**config.mk**
```make
export PLATFORM = sky130hd
export DESIGN_NAME = regfile_bank
export DESIGN_NICKNAME = d
export VERILOG_FILES = /design/src/rtl/regfile_bank.sv
export SDC_FILE = /design/constraint.sdc
export NUM_CORES = 1
export LEC_CHECK = 0
export BUFFER_PORTS_ARGS = -buffer_cell sky130_fd_sc_hd__buf_4
export CAP_MARGIN = 20
export CELL_PAD_IN_SITES_DETAIL_PLACEMENT = 0
export CELL_PAD_IN_SITES_GLOBAL_PLACEMENT = 1
export CORE_UTILIZATION = 42
export DETAILED_ROUTE_END_ITERATION = 7
export PLACE_DENSITY_LB_ADDON = 0.1
export SYNTH_ARGS = -nofsm -noshare
export SYNTH_HDL_FRONTEND = slang
export SYNTH_SLANG_ARGS = --single-unit
```
**constraint.sdc**
```tcl
create_clock -name clk -period 5.5 [get_ports clk]
set_input_delay 1.1 -clock clk [delete_from_list [all_inputs] [get_ports clk]]
set_output_delay 1.1 -clock clk [all_outputs]
set_load 0.05 [all_outputs]
```
**src/rtl/regfile_bank.sv**
```systemverilog
// regfile_bank: a bank of DEPTH registers of WIDTH bits each, sitting beside the ALU.
//
// Ports:
//   - One byte-maskable write port.
//   - Two combinational read ports that feed operand buses A and B.
//   - A sequential clear engine.
//
// Optional feature, macro REGFILE_SHADOW_EN:
//   - Adds a shadow bank for interrupt context save, restore and swap.
//   - Without the macro, the save and restore inputs are accepted but ignored.
//
// Clocking and reset:
//   - All state changes on the falling edge of clk.
//   - rst_n is asynchronous and active-low.
//
// Request semantics:
//   - we, clr, save and restore are levels sampled at each falling edge.
//   - There is no ready signal. While busy=1, every request is ignored.
//   - The caller holds a request until busy is low to be sure it lands.
//
// Parameter limits:
//   - WIDTH must be a multiple of 8.
//   - DEPTH must be at least 2.
//   - Neither limit is checked here.
module regfile_bank #(
   parameter int WIDTH = 16,
   parameter int DEPTH = 8,
   parameter int AW    = $clog2(DEPTH)
) (
   input  logic               clk,
   input  logic               rst_n,
   input  logic               we,
   input  logic [AW-1:0]      waddr,
   input  logic [WIDTH-1:0]   wdata,
   input  logic [WIDTH/8-1:0] wbe,
   input  logic [AW-1:0]      raddr_a,
   output logic [WIDTH-1:0]   rdata_a,
   input  logic [AW-1:0]      raddr_b,
   output logic [WIDTH-1:0]   rdata_b,
   input  logic               clr,
   output logic               busy,
   input  logic               save,
   input  logic               restore
);

   localparam int NB = WIDTH / 8;

   localparam logic [0:0] S_IDLE  = 1'b0;
   localparam logic [0:0] S_CLEAR = 1'b1;

   localparam logic [AW-1:0] PTR_LAST = AW'(DEPTH - 1);
   localparam logic [AW-1:0] PTR_ONE  = AW'(1);

   logic [WIDTH-1:0] bank [DEPTH];
   logic [0:0]       state;
   logic [AW-1:0]    ptr;

   logic             idle;
   logic             clr_go;
   logic             waddr_ok;
   logic             rd_ok_a;
   logic             rd_ok_b;
   logic             wr_go;
   logic [WIDTH-1:0] wr_mask;
   logic [WIDTH-1:0] wr_merged;

`ifdef REGFILE_SHADOW_EN
   logic [WIDTH-1:0] shadow [DEPTH];
   logic             save_go;
   logic             restore_go;
`else
   logic             unused_sr;
   assign unused_sr = save | restore;
`endif

   assign idle = (state == S_IDLE);
   assign busy = (state == S_CLEAR);

   // Request decode. clr beats everything, and restore beats a write.
   always_comb begin
      clr_go   = idle & clr;
      waddr_ok = (32'(waddr) < DEPTH);
`ifdef REGFILE_SHADOW_EN
      save_go    = idle & ~clr & save;
      restore_go = idle & ~clr & restore;
      wr_go      = idle & ~clr & ~restore & we & waddr_ok;
`else
      wr_go      = idle & ~clr & we & waddr_ok;
`endif
   end

   // Expand the byte enables into a bit mask.
   // Merge the selected bytes of wdata into the current entry.
   always_comb begin
      wr_mask   = '0;
      wr_merged = '0;
      for (int i = 0; i < NB; i++) begin
         wr_mask[8*i +: 8] = {8{wbe[i]}};
      end
      if (waddr_ok) begin
         wr_merged = (bank[waddr] & ~wr_mask) | (wdata & wr_mask);
      end
   end

   // Clear sequencer.
   // The accepting edge already clears entry 0, so the pointer moves on to 1.
   // That makes the whole sweep take exactly DEPTH falling edges.
   always_ff @(negedge clk or negedge rst_n) begin
      if (!rst_n) begin
         state <= S_IDLE;
         ptr   <= '0;
      end else begin
         case (state)
            S_IDLE: begin
               if (clr) begin
                  state <= S_CLEAR;
                  ptr   <= PTR_ONE;
               end
            end
            S_CLEAR: begin
               if (ptr == PTR_LAST) begin
                  state <= S_IDLE;
                  ptr   <= '0;
               end else begin
                  ptr <= ptr + PTR_ONE;
               end
            end
            default: begin
               state <= S_IDLE;
               ptr   <= '0;
            end
         endcase
      end
   end

   // Bank update: clear sweep, restore from shadow, or a byte-masked write.
   always_ff @(negedge clk or negedge rst_n) begin
      if (!rst_n) begin
         for (int i = 0; i < DEPTH; i++) begin
            bank[i] <= '0;
         end
      end else if (state == S_CLEAR) begin
         bank[ptr] <= '0;
      end else if (clr_go) begin
         bank[0] <= '0;
`ifdef REGFILE_SHADOW_EN
      end else if (restore_go) begin
         for (int i = 0; i < DEPTH; i++) begin
            bank[i] <= shadow[i];
         end
`endif
      end else if (wr_go) begin
         bank[waddr] <= wr_merged;
      end
   end

`ifdef REGFILE_SHADOW_EN
   // Shadow capture.
   // The shadow takes the pre-edge bank, so save+write keeps the old value.
   // save+restore swaps the two banks.
   always_ff @(negedge clk or negedge rst_n) begin
      if (!rst_n) begin
         for (int i = 0; i < DEPTH; i++) begin
            shadow[i] <= '0;
         end
      end else if (save_go) begin
         for (int i = 0; i < DEPTH; i++) begin
            shadow[i] <= bank[i];
         end
      end
   end
`endif

   // Read ports are combinational.
   // An address beyond the last entry reads as zero.
   always_comb begin
      rd_ok_a = (32'(raddr_a) < DEPTH);
      rd_ok_b = (32'(raddr_b) < DEPTH);
      rdata_a = '0;
      rdata_b = '0;
      if (rd_ok_a) begin
         rdata_a = bank[raddr_a];
      end
      if (rd_ok_b) begin
         rdata_b = bank[raddr_b];
      end
   end

endmodule
```
==> impl_metrics.tcl, run 1 <==
set metrics [dict create \
    rsz0062_at_grt "yes" \
    gr-total-overflow 0 \
    wl_per_cell_um 25.7 \
    status "complete, but fails checks" \
    slew_violations 0 \
    first_pass_iters 5 \
    fin_nets 969 \
    synth_top_area_share_pct 37.8 \
    setup_violations 32 \
    grt_max_degree 49 \
    clkTransAtPathRegs_ns 0.04 \
    multiInputGateArea_mm2 0.00510 \
    track_usage_pct 29.8 \
    required_ns 4.40 \
    peakVddDrop_mv 0.224 \
    synth_edf_count 0 \
    ant_nets 0 \
    drt_iter0_markers 626 \
    tns_ns -1.32 \
    yosysWarnings 0 \
    hold_path_depth 2 \
    clock-root-buffer "clkbuf_16" \
    violations "negative setup slack" \
    drc 0 \
    syn_inst 766 \
    leakagePower_nw 4.93 \
    clk_path_buf_depth 2 \
    fp.dieArea_mm2 0.0214 \
    dr_total_vias 7896 \
    cap_violations 0 \
    htree_levels 4 \
    cts_tree "yes" \
    cts_made_buffers 17 \
    synth.avg_cell_area_um2 11.4 \
    dp_hpwl_um 19700 \
    ys.flop_type "dfrtn_1" \
    grt_pass1_vias 7863 \
    final-hold-violation-count 0 \
    cp_slowest_cell "mux4_2" \
    p_per_area_mw_per_mm2 316 \
    clock_latency_ns 0.40 \
    cp_cell_sequence "mux4_2, mux2_4, buf_6" \
    critPathKind "reg2out" \
    drt_wl_total_um 31300 \
    synth_cell_types 63 \
    hp-class "reg2reg" \
    core_region_area_mm2 0.0203 \
    start_util_pct 43.1 \
    grt_pass1_wl_um 47300 \
    die_h_um 146 \
    rr_worst_depth 5 \
    cp_slowest_stage_delay_ns 0.50 \
    antennaDiodeCount 0 \
    synthArstFlopShare_pct 100 \
    cts.sink_count 132 \
    worstPathArrival_ns 4.50 \
    worst_slack_ns -0.0967 \
    fp.dieW_um 146 \
    utilization_pct 56.1 \
    worst_slew_pin_slew_ns 0.992 \
    clock_skew_ns 0.00613 \
    post_synth_instance_area_mm2 0.00875 \
    drive_gt1_share_pct 42.0 \
    via_per_inst 6.49 \
    layout_common_cells "buf_4 (185), dfrtn_1 (132), nand2_1 (98), mux4_2 (67), a32o_1 (62)" \
    synthToLayoutAreaGrowth_pct 30.1 \
    relSlewSlack_pct 33.7 \
    io_buffer_count 63 \
    cp_max_fo 5 \
    gp_congestion 0.864 \
    num_io_pins 66 \
    cp-start-kind "register" \
    regArea_mm2 0.00330 \
    ys_ff_latch 132 \
    rows 52 \
    nFillCells 1794 \
    ys_seq_area_share_pct 37.8 \
    final_common_cell "buf_4" \
    synth_nets 802 \
    antenna_found_initial 0 \
    endpoint_kind "output port" \
    synth_area_leaders "dfrtn_1 (38%), mux4_2 (17%), a32o_1 (7.1%)" \
    synth_top_area_cell "dfrtn_1" \
]
==> final cells by class <==
type                       instances  share of cell area [%]
timing repair buffer             229                    17.8
clock inverter                    13                    1.19
sequential                       132                    29.0
tap                              270                    2.97
inverter                          10                   0.330
multi-input combinational        543                    44.8
clock buffer                      19                    3.89
==> per-layer routing <==
metal  up-vias  part of all wire (%)  GRT usage (%)
met4         0                   4.0           14.2
met3        84                   7.0           4.13
li1       3373                     -              -
met5         -                     0              0
met2       394                    48           48.0
met1      4045                    41           39.8
==> kinds of logic (layout without fill, tap and decap cells) <==
| kind of cell | Yosys count | count (layout) | share of synthesized area [%] |
|---|---|---|---|
| buffers and inverters | 91 | 271 | 4.99 |
| AO/OA/AOI/OAI | 211 | 211 | 19.4 |
| multiplexers | 133 | 133 | 25.6 |
| flip-flops | 132 | 132 | 37.8 |
| adder cells (fa/ha/maj) | 3 | 3 | 0.429 |
| AND/OR/NAND/NOR | 196 | 196 | 11.9 |
==> synthesized netlist by cell type, drive strengths merged, types with 5 or more instances <==
cell type,number
dfrtn,132
nand4,8
nor2,7
and2,6
or3b,8
a2111oi,11
inv,10
buf,53
clkbuf,28
o211ai,5
nand3b,13
nand2,98
mux4,67
a32o,62
nand2b,15
a22o,18
o21ai,53
nor2b,7
a21oi,19
mux2i,21
mux2,45
o2bb2ai,9
nand3,8
a32oi,5
or3,12
==> path summary, 6_finish.rpt <==
path / slack (ns) / to / from
min in group asynchronous: 3.35 / bank[113] / rst_n
worst min register to register: 0.47 / bank[24] / bank[24]
max in group asynchronous: 1.44 / bank[84] / rst_n
worst max-delay path: -0.1 / rdata_b[3] / bank[67]
worst max register to register: 3.67 / bank[60] / busy
worst min-delay path: 0.47 / bank[24] / bank[24]
==> worst max-delay path: cells and delay by family, from the launching register on <==
kind                   cells  cell delay (ns)
multiplexers               2             0.80
flip-flops                 1             0.40
buffers and inverters      1             0.16
==> state kept, by name, summed over array words and instances (netlist names) <==
register  flops
ptr           3
bank        128
busy          1
==> power by group <==
part | switching (mW) | internal (mW) | total [mW]
sequential | 0.123 | 1.10 | 1.22
clock | 0.453 | 0.677 | 1.13
combinational | 0.697 | 0.552 | 1.25
total | 1.27 | 2.33 | 3.60
==> what timing repair did <==
action / in CTS / in global routing
endpoints found under the setup margin: 32 / 32
hold buffers: 0 / 0
gates cloned: 0 / 0
resized for setup: 53 / 9
setup buffers: 43 / 27
==> through the flow <==
step	cell area, µm²	hold WS (ns)	power [mW]	cells	setup WS [ns]
finish	11400	0.467	3.60	1216	-0.0967
detailed placement	10000	0.472	2.35	1114	-0.208
global placement	10000	0.464	2.32	1114	-0.235
CTS	11100	0.472	3.55	1189	-0.0966
global route	11400	0.490	3.73	1216	-0.131
floorplan	8750	0.438	1.84	766	0.196
Power figures use the tool's default switching activity.
==> run 2, diff against run 1 <==
--- a/config.mk
+++ b/config.mk
@@ -9,6 +9,7 @@
 export CAP_MARGIN = 20
 export CELL_PAD_IN_SITES_DETAIL_PLACEMENT = 0
 export CELL_PAD_IN_SITES_GLOBAL_PLACEMENT = 1
+export CORE_ASPECT_RATIO = 2
 export CORE_UTILIZATION = 42
 export DETAILED_ROUTE_END_ITERATION = 7
 export PLACE_DENSITY_LB_ADDON = 0.1
==> run 2 against run 1 <==
Net effect: the flow still finishes with violations (negative setup slack); hold slack is essentially flat; die area grew 0.16%; clock power grew 5%; critical path depth is the same; power grew 0.90%; first-iteration DRC count shrank 25%; core utilization shrank 0.63 points; critical path type unchanged; largest power group unchanged; highest routed layer unchanged.
==> impl_metrics.tcl, run 2 (synthesis gave the netlist of run 1 again) <==
set metrics [dict create \
    drt_iter0_markers 471 \
    via_per_inst 6.50 \
    worst_slew_pin_slew_ns 0.995 \
    cts.sink_count 132 \
    fp.dieArea_mm2 0.0214 \
    violations "negative setup slack" \
    die_h_um 206 \
    grt_pass1_vias 8211 \
    cp_max_fo 4 \
    slew_violations 0 \
    critPathKind "reg2out" \
    fin_nets 956 \
    largest_register "bank" \
    num_io_pins 66 \
    drive_gt1_share_pct 41.3 \
    setup_violations 32 \
    met3_usage_pct 6.43 \
    endpoint_kind "output port" \
    clock-root-buffer "clkbuf_16" \
    busiest_layer "met2" \
    cts_made_buffers 17 \
    clkTransAtPathRegs_ns 0.04 \
    rows 74 \
    place_ws_ns -0.173 \
    fp.dieW_um 104 \
    clk_path_buf_depth 2 \
    nFillCells 1750 \
    cts_tree "yes" \
    clock_skew_ns 0.00587 \
    relSlewSlack_pct 33.5 \
    wl_per_cell_um 26.8 \
    synthToLayoutAreaGrowth_pct 29.7 \
    ant_nets 0 \
    total_power_mw 3.63 \
    cp-start-kind "register" \
    worst_slack_ns -0.0734 \
    cap_violations 0 \
    final-hold-violation-count 0 \
    clock_latency_ns 0.41 \
    antenna_found_initial 0 \
    final_cells 1199 \
    dp_hpwl_um 20800 \
    grt_pass1_wl_um 48800 \
    first_pass_iters 5 \
    peakVddDrop_mv 0.273 \
    status "complete, but fails checks" \
    start_util_pct 42.8 \
    required_ns 4.40 \
    gr-total-overflow 0 \
    rr_worst_depth 5 \
    dr_total_vias 7793 \
    p_per_area_mw_per_mm2 320 \
    largest_reg_flops 128 \
    hold_path_depth 2 \
    core_region_area_mm2 0.0205 \
    hp-class "reg2reg" \
    final_common_cell "buf_4" \
    leakagePower_nw 4.87 \
    post-place-cells 1098 \
    grt_max_degree 36 \
    grt_use_met2_pct 53.5 \
    grtUsageMet1_pct 35.4 \
    gp_congestion 0.841 \
    drc 0 \
    layout_common_cells "buf_4 (170), dfrtn_1 (132), nand2_1 (98), mux4_2 (67), a32o_1 (62)" \
    io_buffer_count 63 \
    rsz0062_at_grt "yes" \
    worstPathArrival_ns 4.47 \
    drt_wl_total_um 32100 \
    track_usage_pct 31.1 \
    antennaDiodeCount 0 \
    htree_levels 4 \
]
-- run 2: changes by cell type in the layout (fill, tap and decap cells not counted), sizes merged --
| cell | delta |
|---|---|
| clkinv | -3 |
| bufinv | +1 |
| buf | -13 |
| clkinvlp | +2 |
-- run 2: through the flow --
step	TNS [ns]	cell area, µm²	util (%)	hold slack, ns
floorplan	0	8750	-	0.438
global placement	-2.89	9980	48.8	0.454
detailed placement	-4.00	9980	48.8	0.478
CTS	-1.70	11100	54.5	0.477
global route	-2.53	11300	55.4	0.503
finish	-1.47	11300	55.4	0.467
-- run 2: final cells by class --
type / count / area, µm² / area share [%]
clock buffer: 19 / 453 / 3.99
timing repair buffer: 216 / 1960 / 17.3
sequential: 132 / 3300 / 29.1
multi-input combinational: 543 / 5100 / 44.9
inverter: 10 / 37.5 / 0.331
tap: 266 / 333 / 2.93
clock inverter: 13 / 158 / 1.39
-- run 2: repair_timing --
item | 4_1_cts | 5_1_grt
hold buffers | 0 | 0
cloned | 0 | 0
endpoints found under the setup margin | 32 | 32
setup buffers | 49 | 20
resized for setup | 52 | 12
-- run 2: worst max-delay path, cell delays in order, from the launching register on --
cell and delay (ns):
dfrtn_1 0.38, mux4_2 0.50, mux2_4 0.29, buf_8 0.15
-- run 2: routing by layer --
layer,vias up,share of wire [%]
met5,-,0
met4,0,5.7
met3,107,7.6
met2,410,51
met1,3937,36
li1,3339,-
-- run 2: power breakdown --
group | internal, mW | leakage (nW) | total (mW) | switching (mW)
registers | 1.10 | 1.83 | 1.22 | 0.121
clock network | 0.734 | 0.291 | 1.19 | 0.454
logic | 0.534 | 2.76 | 1.23 | 0.692
-- run 2: worst paths after layout --
path                           from    endpoint  slack (ns)
min reg2reg                bank[24]    bank[24]        0.47
min in group asynchronous     rst_n   bank[116]        3.31
max reg2reg                bank[67]    bank[83]        3.65
max in group asynchronous     rst_n    bank[24]        1.56
max                         bank[6]  rdata_b[6]       -0.07
min                        bank[24]    bank[24]        0.47
==> run 3, diff against run 2 <==
--- a/config.mk
+++ b/config.mk
@@ -13,6 +13,7 @@
 export CORE_UTILIZATION = 42
 export DETAILED_ROUTE_END_ITERATION = 7
 export PLACE_DENSITY_LB_ADDON = 0.1
+export SLEW_MARGIN = 25
 export SYNTH_ARGS = -nofsm -noshare
 export SYNTH_HDL_FRONTEND = slang
 export SYNTH_SLANG_ARGS = --single-unit
==> constraint.sdc (replaced) <==
create_clock -name clk -period 6.7 [get_ports clk]
set_input_delay 1.34 -clock clk [delete_from_list [all_inputs] [get_ports clk]]
set_output_delay 1.34 -clock clk [all_outputs]
set_load 0.05 [all_outputs]
==> run 3 against run 2 <==
Net effect: the flow now finishes without violations; sequential power down 16%; clock skew decreased by 0.0010 ns; final cell count shrank 7.8%; routed wire length is 3.3% lower; register-to-register slack improved by 1.1 ns; power shrank 20%; critical path type unchanged; critical endpoint is now rdata_a[3].
==> impl_metrics.tcl, run 3 (synthesis gave the netlist of run 1 again) <==
set metrics [dict create \
    final_common_cell "dfrtn_1" \
    place_ws_ns -0.0300 \
    cts.sink_count 132 \
    cp-start-kind "register" \
    die_h_um 206 \
    drc 0 \
    cts_hold_buf 0 \
    worst_slew_pin_slew_ns 0.938 \
    htree_levels 4 \
    wl_per_cell_um 28.1 \
    cp_slowest_stage_delay_ns 0.50 \
    largest_reg_flops 128 \
    setup_violations 0 \
    clock_latency_ns 0.40 \
    synthToLayoutAreaGrowth_pct 18.8 \
    highest_layer "met4" \
    ant_nets 0 \
    first_pass_iters 5 \
    wl_met1_um 11700 \
    via_per_inst 6.71 \
    stdcell_area_mm2 0.0104 \
    fin_nets 863 \
    fp.dieArea_mm2 0.0214 \
    final-hold-violation-count 0 \
    fp.dieW_um 104 \
    timing.hold.ws_ns 0.468 \
    dr_total_vias 7419 \
    clock_skew_ns 0.00485 \
    core_region_area_mm2 0.0205 \
    num_io_pins 66 \
    endpoint_kind "output port" \
    gr-total-overflow 0 \
    relSlewSlack_pct 37.3 \
    cts_tree "yes" \
    rows 74 \
    drt_iter0_markers 569 \
    worst-path-buf-inv 1 \
    clock-root-buffer "clkbuf_16" \
    start_util_pct 42.8 \
    status "finished clean" \
    wl_met3_um 2180 \
    drt_wl_total_um 31100 \
    cp_max_fo 7 \
    post_cts_resized 0 \
    antennaDiodeCount 0 \
    clkTransAtPathRegs_ns 0.04 \
    grt_pass1_wl_um 47300 \
    worst_slack_ns 0.213 \
    antenna_found_initial 0 \
    gp_congestion 0.835 \
    cts_made_buffers 17 \
    io_buffer_count 63 \
    cap_violations 0 \
    drive_gt1_share_pct 34.6 \
    hp-class "reg2reg" \
    post_cts_buffers 0 \
    layout_common_cells "dfrtn_1 (132), buf_4 (113), nand2_1 (98), mux4_2 (67), a32o_1 (62)" \
    leakagePower_nw 4.31 \
    crit_family "multiplexers" \
    grt_pass1_vias 7686 \
    dpl_cell_area_mm2 0.00975 \
    p_per_area_mw_per_mm2 279 \
    tns_ns 0 \
    track_usage_pct 30.2 \
    cp_slowest_cell "mux4_2" \
    critPathKind "reg2out" \
    rsz0062_at_grt "no" \
    required_ns 5.36 \
    clk_path_buf_depth 2 \
    slew_violations 0 \
    worstPathArrival_ns 5.15 \
    wl_met2_um 15700 \
    nFillCells 1855 \
    cp_cell_sequence "mux4_2, mux2_2, buf_4" \
    grt_max_degree 43 \
    dp_hpwl_um 20000 \
    peakVddDrop_mv 0.180 \
    largest_register "bank" \
]
==> run 3: cell type report <==
class / count / area (µm²) / share of cell area, %
multi-input cells: 543 / 5020 / 48.3
flip-flops and latches: 132 / 3300 / 31.8
repair buffers: 123 / 1050 / 10.1
clock buffers: 23 / 498 / 4.79
well taps: 266 / 333 / 3.20
clock inverters: 9 / 148 / 1.42
inverters: 10 / 37.5 / 0.361
==> run 3: path summary, 6_finish.rpt <==
path | startpoint | end | slack [ns] | cells after the start
max in group asynchronous | rst_n | bank[46] | 1.81 | 2
setup reg to reg | busy | bank[83] | 4.70 | 4
hold / removal | bank[93] | bank[93] | 0.47 | 2
min in group asynchronous | rst_n | bank[68] | 4.18 | 1
hold reg to reg | bank[93] | bank[93] | 0.47 | 2
setup / recovery | bank[19] | rdata_a[3] | 0.21 | 3
==> run 3: worst reg2reg max path, delay by kind of cell (launching register included) <==
family                 cells  cell delay (ns)
and+or+nand+nor            1             0.39
DFF                        1             0.79
AOI/OAI and AO/OA          2             0.40
buffers and inverters      1             0.27
==> run 3: power breakdown <==
part,switching [mW],internal [mW],total (mW)
logic,0.520,0.338,0.858
clock network,0.353,0.670,1.02
registers,0.120,0.901,1.02
total,0.993,1.91,2.90
==> run 3: metrics by stage <==
step,utilization [%],instances,power [mW]
3_5_place_dp,47.6,1074,1.88
3_3_place_gp,47.6,1074,1.86
6_report,50.8,1106,2.90
4_1_cts,50.8,1106,2.91
2_1_floorplan,-,766,1.51
5_1_grt,50.8,1106,3.01
==> run 3: metal layers <==
metal | vias up | global-route usage (%)
met5 | - | 0
met4 | 0 | 16.1
met3 | 85 | 5.71
met2 | 375 | 52.1
met1 | 3802 | 35.6
li1 | 3157 | -
